### config.mk
export PLATFORM = sky130hd
export DESIGN_NAME = simon_arbiter
export DESIGN_NICKNAME = d
export VERILOG_FILES = /design/src/rtl/simon_pkg.sv /design/src/rtl/simon_rr_picker.sv /design/src/rtl/simon_arbiter.sv
export SDC_FILE = /design/constraint.sdc
export NUM_CORES = 1
export LEC_CHECK = 0
export CAP_MARGIN = 40
export CORE_MARGIN = 8
export CORE_UTILIZATION = 47
export DETAILED_ROUTE_END_ITERATION = 7
export PLACE_DENSITY_LB_ADDON = 0.2
export SLEW_MARGIN = 20
export SYNTH_ARGS = -nofsm -noshare
export SYNTH_HDL_FRONTEND = slang
export SYNTH_SLANG_ARGS = --single-unit
### constraint.sdc
create_clock -name clk -period 4.9 [get_ports clk]
set_input_delay 1.47 -clock clk [delete_from_list [all_inputs] [get_ports clk]]
set_output_delay 1.47 -clock clk [all_outputs]
set_load 0.05 [all_outputs]
### src/rtl/simon_pkg.sv
// Shared definitions for the two-requester SIMON core arbiter: default widths,
// requester count and the job-sequencing state encoding.
package simon_pkg;

    localparam int N_DEFAULT   = 16;
    localparam int M_DEFAULT   = 4;
    localparam int NUM_REQ     = 2;
    localparam int BLOCK_WORDS = 2;

    typedef enum logic [2:0] {
        IDLE,
        GRANT,
        KEY_REQ,
        KEY_WAIT,
        DATA_REQ,
        DATA_WAIT,
        RESP
    } arb_state_t;

endpackage

### src/rtl/simon_rr_picker.sv
// Combinational two-way round-robin pick: a lone requester wins outright,
// a tie goes to the requester that was not served last.
module simon_rr_picker
    import simon_pkg::*;
(
    input  logic [NUM_REQ-1:0] i_req_valid,
    input  logic               i_last_grant,
    output logic               o_grant_valid,
    output logic               o_grant_idx
);

    always_comb begin
        o_grant_valid = |i_req_valid;
        o_grant_idx   = 1'b0;
        if (&i_req_valid) begin
            o_grant_idx = ~i_last_grant;
        end else if (i_req_valid[1]) begin
            o_grant_idx = 1'b1;
        end
    end

endmodule

### src/rtl/simon_arbiter.sv
// Shares one external SIMON core between two requesters, one job at a time,
// skipping the key expansion when the granted key matches the last loaded key.
module simon_arbiter
    import simon_pkg::*;
#(
    parameter int N = N_DEFAULT,
    parameter int M = M_DEFAULT
) (
    input  logic                                        clk,
    input  logic                                        R,
    input  logic [NUM_REQ-1:0]                          reqValid,
    input  logic [NUM_REQ-1:0]                          reqEncDec,
    input  logic [NUM_REQ-1:0][M-1:0][N-1:0]            reqKey,
    input  logic [NUM_REQ-1:0][BLOCK_WORDS-1:0][N-1:0]  reqBlock,
    output logic [NUM_REQ-1:0]                          reqAccept,
    output logic [NUM_REQ-1:0]                          rspValid,
    input  logic [NUM_REQ-1:0]                          rspReady,
    output logic [BLOCK_WORDS-1:0][N-1:0]               rspData,
    output logic                                        newKey,
    output logic                                        newData,
    output logic                                        enc_dec,
    output logic                                        readData,
    output logic [M-1:0][N-1:0]                         KEY,
    output logic [BLOCK_WORDS-1:0][N-1:0]               blockIN,
    input  logic                                        loadKey,
    input  logic                                        loadData,
    input  logic                                        doneKey,
    input  logic                                        doneData,
    input  logic [BLOCK_WORDS-1:0][N-1:0]               outData
);

    arb_state_t                       r_state;
    arb_state_t                       w_state_next;
    logic                             r_last_grant;
    logic                             r_owner;
    logic                             r_cache_valid;
    logic [M-1:0][N-1:0]              r_key_cache;
    logic [M-1:0][N-1:0]              r_key;
    logic [BLOCK_WORDS-1:0][N-1:0]    r_block;
    logic                             r_enc_dec;
    logic [BLOCK_WORDS-1:0][N-1:0]    r_rsp_data;

    logic                             w_grant_valid;
    logic                             w_grant_idx;
    logic                             w_grant_fire;
    logic                             w_key_hit;

    simon_rr_picker u_picker (
        .i_req_valid   (reqValid),
        .i_last_grant  (r_last_grant),
        .o_grant_valid (w_grant_valid),
        .o_grant_idx   (w_grant_idx)
    );

    // Cache comparison uses the incoming key because it is latched on this same edge.
    assign w_key_hit = r_cache_valid && (reqKey[w_grant_idx] == r_key_cache);

    always_comb begin
        w_state_next = r_state;
        w_grant_fire = 1'b0;
        newKey       = 1'b0;
        newData      = 1'b0;
        readData     = 1'b0;
        case (r_state)
            IDLE: begin
                if (|reqValid) w_state_next = GRANT;
            end
            GRANT: begin
                if (w_grant_valid) begin
                    w_grant_fire = 1'b1;
                    w_state_next = w_key_hit ? DATA_REQ : KEY_REQ;
                end else begin
                    w_state_next = IDLE;
                end
            end
            KEY_REQ: begin
                newKey = 1'b1;
                if (loadKey) w_state_next = KEY_WAIT;
            end
            KEY_WAIT: begin
                if (doneKey) w_state_next = DATA_REQ;
            end
            DATA_REQ: begin
                newData = 1'b1;
                if (loadData) w_state_next = DATA_WAIT;
            end
            DATA_WAIT: begin
                if (doneData) w_state_next = RESP;
            end
            RESP: begin
                if (rspReady[r_owner]) begin
                    readData     = 1'b1;
                    w_state_next = IDLE;
                end
            end
            default: w_state_next = IDLE;
        endcase
    end

    always_ff @(posedge clk) begin
        if (R) begin
            r_state       <= IDLE;
            r_last_grant  <= 1'b1;
            r_owner       <= 1'b0;
            r_cache_valid <= 1'b0;
            r_key_cache   <= '0;
            r_key         <= '0;
            r_block       <= '0;
            r_enc_dec     <= 1'b0;
            r_rsp_data    <= '0;
        end else begin
            r_state <= w_state_next;
            if (w_grant_fire) begin
                r_owner   <= w_grant_idx;
                r_key     <= reqKey[w_grant_idx];
                r_block   <= reqBlock[w_grant_idx];
                r_enc_dec <= reqEncDec[w_grant_idx];
            end
            if (r_state == KEY_WAIT && doneKey) begin
                r_key_cache   <= r_key;
                r_cache_valid <= 1'b1;
            end
            if (r_state == DATA_WAIT && doneData) begin
                r_rsp_data <= outData;
            end
            if (readData) begin
                r_last_grant <= r_owner;
            end
        end
    end

    generate
        for (genvar gi = 0; gi < NUM_REQ; gi++) begin : g_req
            assign reqAccept[gi] = (r_state == GRANT) && w_grant_valid && (w_grant_idx == 1'(gi));
            assign rspValid[gi]  = (r_state == RESP) && (r_owner == 1'(gi));
        end
    endgenerate

    // Core operands stay frozen from the grant until the next grant.
    assign KEY     = r_key;
    assign blockIN = r_block;
    assign enc_dec = r_enc_dec;
    assign rspData = r_rsp_data;

endmodule

==> out/metrics.csv, run 1 <==
metric,value,unit
status,"complete, no violations",
Slew headroom,45.1,%
Worst Max-Slew Pin Slew,0.822,ns
quantity of I/O buffers inserted on ports,371,
GPL Wtd Cong,0.960,
XOR/XNOR share of the synthesized area,2.74,%
share of cells above drive strength 1,5.53,%
worst min path class,reg2reg,
"Endpoint, Worst Hold",rspData[5],
Initial DRT Pass Iterations,5,
number of remaining DRC errors,0,
Final Hold Viols,0,
flop-to-flop setup slack,1.82,ns
CTS buffer count,17,
Pleak,4.57,nW
CP Max Fanout,3,
Antenna diodes,0,
setup TNS,0,ns
post-route cell area,0.0135,mm^2
Max Cap Viol,0,
multi-input combinational cell area,0.00450,mm^2
Via density,5.65,
R2R cell count,9,
final worst path period need,4.42,ns
top_reg_cell synth,dfxtp_1,
Synth Warn #,0,
Post-synth EDFFs,0,
Seq cells post-synth,199,
post-cts resize count,0,
post-synthesis adder-cell area fraction,0,%
total track usage,29.5,%
vias in the first global route,9649,
complex-gate fraction of the synthesized area,20.3,%
Avg Inst Size Synth,7.91,um^2
clk slew on worst S/H paths,0.07,ns
Mapped Nets,1367,
"Async S/R FF share, synth",0,%
# IOs,372,
Area Growth Syn to Fin,50.6,%
Clock Sinks,199,
Die W,154,um
register area share after synthesis,44.5,%
CORE AREA,0.0187,mm^2
Synth cell types,55,
CTS tree,built,
HPWL Detailed,27300,um
max-slew violations,0,
placed cell area,0.0129,mm^2
Layout Cells excl Fill,1717,
final total power,4.38,mW
power per cell area,326,mW/mm^2
RR Startpoint,r_last_grant,
hold-critical path depth,2,
initial core utilization,47.8,%
Crit. End Element,primary output,
via count,9694,
H-tree levels,4,
post-route ant nets,0,
worst IR drop on VDD,303,uV
Overflow after GRT,0,
"Clk Latency, worst-skew pair",0.44,ns
count of final setup violators,0,
standard-cell row count,50,
Placed Instances,1685,
Cells after Synth,1131,
WS Path Type,in2out,
post-synthesis simple-gate area fraction,21.1,%
worst hold start,rspData[5],
worst endpoint required time,3.43,ns
1st-iter DRT viols,824,
post-cts hold buffer count,0,
final period utilization,90.2,%
mux contribution to synthesized area,5.95,%
wire per inst,20.9,um
clock skew,0.0174,ns
Layout Nets,1706,
CP arrival,2.95,ns
Max Freq,226,MHz
WL final,35800,um
post-CTS setup repair buffer count,0,
Die H,154,um
RSZ-0062 raised after global routing,false,
clk buf depth,2,
largest family of logic cells by synthesized area,simple AND/OR/NAND/NOR gates,
Setup crit start kind,input pin,
reg2reg end,r_state[2],
root buffer cell,clkbuf_16,
largest net degree at the start of global routing,95,
die area,0.0237,mm^2
first-pass GRT wire length,55100,um
pre-CTS setup slack,0.246,ns
# fillers,1489,
area of the mapped netlist,0.00894,mm^2
final setup margin,0.481,ns
register area,0.00398,mm^2
initial antenna violation count,1,
power breakdown:
part           total [mW]  switching [mW]  internal, mW
clock                1.37           0.657         0.709
sequential           1.81          0.0926          1.72
combinational        1.21           0.723         0.486
final cells by class:
class / instances / share of cell area, %
multi-input cells: 820 / 33.4
repair buffers: 406 / 30.0
inverters: 26 / 0.725
flip-flops and latches: 199 / 29.6
clock buffers: 20 / 3.24
well taps: 234 / 2.17
clock inverters: 12 / 0.883
flip-flops by register name (all words and copies together) (netlist names):
name	cells
KEY	64
r_last_grant	1
r_owner	1
blockIN	32
rspData	32
r_state	3
r_key_cache	64
r_cache_valid	1
enc_dec	1
cells in the final DEF (no fill, tap or decap), types with 18 or more instances in the layout:
master | Yosys | layout
inv_1 | 26 | 26
nand3_1 | 35 | 35
mux2i_1 | 52 | 52
nor2_1 | 81 | 80
a21oi_1 | 108 | 108
dfxtp_1 | 199 | 199
nand2_1 | 303 | 303
a211oi_1 | 50 | 50
a31oi_1 | 35 | 35
clkdlybuf4s50_1 | 0 | 367
buf_4 | 0 | 33
xnor2_1 | 18 | 18
worst max-delay path by stage:
stage | start | to | cells after the start
2_1_floorplan | reqValid[1] | reqAccept[1] | 5
3_3_place_gp | reqValid[1] | r_state[2] | 10
3_5_place_dp | reqValid[1] | r_state[2] | 10
4_1_cts | reqValid[0] | reqAccept[0] | 5
5_1_grt | reqValid[0] | reqAccept[0] | 5
6_report | reqValid[0] | reqAccept[0] | 5
layer usage:
layer  share of wire (%)  routed length, um  vias to the layer above  global-route usage, %
met4                 2.9               1020                        2                   10.6
li1                    -                  -                     4598                      -
met3                 9.2               3280                       54                   9.19
met1                  40              14300                     4577                   35.8
met5               0.047                 17                        -                      0
met2                  48              17200                      463                   48.4
cells in the mapped netlist, drive strengths merged (11+ instances only):
library cell	instances	area, um^2
a21oi	108	541
o21ai	16	80.1
a311oi	16	140
nand2	303	1140
nand3	35	175
a211oi	51	388
nor2	81	304
a31oi	35	219
mux2i	52	521
xnor2	18	158
inv	26	97.6
o22ai	12	75.1
dfxtp	199	3980
buf	11	97.6
clkbuf	75	282
per-stage QoR:
step / hold slack, ns / utilization [%]
2_1_floorplan: 0.436 / -
3_3_place_gp: 0.441 / 68.8
3_5_place_dp: 0.447 / 69.0
4_1_cts: 0.457 / 72.0
5_1_grt: 0.472 / 72.0
6_report: 0.455 / 72.0
critical path, cell delays in order:
cell and delay [ns]:
clkdlybuf4s50_1 0.56, nor2_1 0.11, or3_1 0.41, nor2_1 0.22, buf_12 0.17
cell families (layout without fill, tap and decap cells):
group | count (synthesis) | after routing
DFF | 199 | 199
muxes | 53 | 53
xor gates and xnor gates | 28 | 28
AOI/OAI and AO/OA | 278 | 278
buffers and inverters | 112 | 464
and+or+nand+nor | 461 | 461
Note: power is estimated with default switching activity, not from simulation.
==> run 2: changes to the inputs <==
--- a/config.mk
+++ b/config.mk
@@ -7,7 +7,7 @@
 export LEC_CHECK = 0
 export CAP_MARGIN = 40
 export CORE_MARGIN = 8
-export CORE_UTILIZATION = 47
+export CORE_UTILIZATION = 43
 export DETAILED_ROUTE_END_ITERATION = 7
 export PLACE_DENSITY_LB_ADDON = 0.2
 export SLEW_MARGIN = 20
==> constraint.sdc (replaced) <==
create_clock -name clk -period 4.34 [get_ports clk]
set_input_delay 1.302 -clock clk [delete_from_list [all_inputs] [get_ports clk]]
set_output_delay 1.302 -clock clk [all_outputs]
set_load 0.05 [all_outputs]
==> out/metrics.csv, run 2 (synthesis results as in run 1) <==
metric,value,unit
GPL Wtd Cong,0.939,
share of cells above drive strength 1,6.99,%
max-slew violations,0,
count of final setup violators,0,
switching portion of total power,34.2,%
worst endpoint required time,3.04,ns
final period utilization,94.5,%
"Most Used Layer, Global Route",met2,
CP Max Fanout,3,
first-pass GRT wire length,55600,um
Overflow after GRT,0,
die area,0.0257,mm^2
Die H,160,um
via count,9772,
most frequent cells in the layout,"367 x clkdlybuf4s50_1, 303 x nand2_1, 199 x dfxtp_1",
Int Pwr,3.26,mW
Worst path most repeated cell,nor2_1,
CTS tree,built,
post-route ant nets,0,
post-cts hold buffer count,0,
worst IR drop on VDD,261,uV
Seq pwr share,41.2,%
final setup margin,0.238,ns
final worst path period need,4.10,ns
Clock Sinks,199,
WL final,36100,um
NetSw,1.69,mW
total track usage,27.1,%
post-CTS setup repair buffer count,0,
worst hold start,rspData[29],
"Clk Latency, worst-skew pair",0.44,ns
RSZ-0062 raised after global routing,false,
CP peak stage delay,0.56,ns
initial core utilization,44.1,%
M1 GR Usage,34.0,%
quantity of I/O buffers inserted on ports,371,
power per cell area,361,mW/mm^2
Pleak,4.70,nW
root buffer cell,clkbuf_16,
Setup crit start kind,input pin,
Worst Max-Slew Pin Slew,0.886,ns
clock network power share,30.5,%
Crit. Startpoint,reqValid[0],
Initial DRT Pass Iterations,5,
largest net degree at the start of global routing,107,
pre-CTS setup slack,-0.0211,ns
RR Startpoint,r_last_grant,
wire per inst,20.4,um
Slew headroom,41.0,%
Final Hold Viols,0,
post-cts resize count,0,
number of remaining DRC errors,0,
Area Growth Syn to Fin,53.3,%
initial antenna violation count,2,
met3 GRT Util,6.92,%
WS Path Type,in2out,
standard-cell row count,52,
Layout Nets,1726,
Die W,160,um
"commonest non-fill, non-tap cell in the layout",clkdlybuf4s50_1,
H-tree levels,4,
# IOs,372,
final core occ,67.5,%
# fillers,1722,
vias in the first global route,9662,
clock skew,0.0133,ns
final hold slack,0.454,ns
CP Cell Sequence,clkdlybuf4s50_1 > nor2_1 > or3_1 > nor2_1 > buf_12,
Crit. End Element,primary output,
logic gate share of total power,28.2,%
slowest cell on the critical path,clkdlybuf4s50_1,
grt met2 use,44.0,%
Max Freq,244,MHz
1st-iter DRT viols,895,
clk slew on worst S/H paths,0.07,ns
Max Cap Viol,0,
HPWL Detailed,27700,um
CTS buffer count,17,
Via density,5.51,
clk buf depth,2,
status,"complete, no violations",
CP arrival,2.80,ns
worst min path class,reg2reg,
CORE AREA,0.0203,mm^2
==> run 2: layout make-up <==
class	count	area (um^2)	area share (%)
Antenna cell	1	2.50	0.0183
Multi-Input combinational cell	820	4500	32.8
Timing Repair Buffer	426	4240	30.9
Sequential cell	199	3980	29.1
Clock buffer	17	425	3.10
Inverter	26	97.6	0.712
Clock inverter	15	121	0.885
Tap cell	270	338	2.46
==> run 2: path summary, 6_finish.rpt <==
kind,end,slack [ns],cells after the start
worst min register to register,rspData[29],0.45,2
worst max-delay path,reqAccept[0],0.24,5
worst min-delay path,rspData[29],0.45,2
worst max register to register,r_state[2],1.40,11
==> run 2: through the flow <==
stage | total power [mW] | TNS, ns | cells | instance area [um^2]
3_5_place_dp | 3.47 | -0.0211 | 1741 | 13200
4_1_cts | 4.97 | 0 | 1773 | 13700
5_1_grt | 5.14 | 0 | 1774 | 13700
2_1_floorplan | 2.82 | 0 | 1131 | 8940
3_3_place_gp | 3.46 | 0 | 1740 | 13100
6_report | 4.95 | 0 | 1774 | 13700
==> run 2: routing by layer <==
metal	vias up	part of all wire [%]	wire, um
li1	4628	-	-
met1	4581	41	14800
met2	482	47	17000
met3	79	8.8	3200
met4	2	3.1	1130
met5	-	0.025	9
==> run 2: power by group through the flow <==
stage | Combinational (mW) | Clock (mW) | Sequential (mW)
CTS | 1.40 | 1.53 | 2.04
detailed placement | 1.39 | 0 | 2.08
finish | 1.40 | 1.51 | 2.04
global route | 1.47 | 1.60 | 2.06
global placement | 1.38 | 0 | 2.08
floorplan | 0.421 | 0 | 2.40
==> run 2: critical path, delay by kind of cell <==
family / cells / cell delay, ns
buf+inv: 2 / 0.75
simple gates: 3 / 0.74
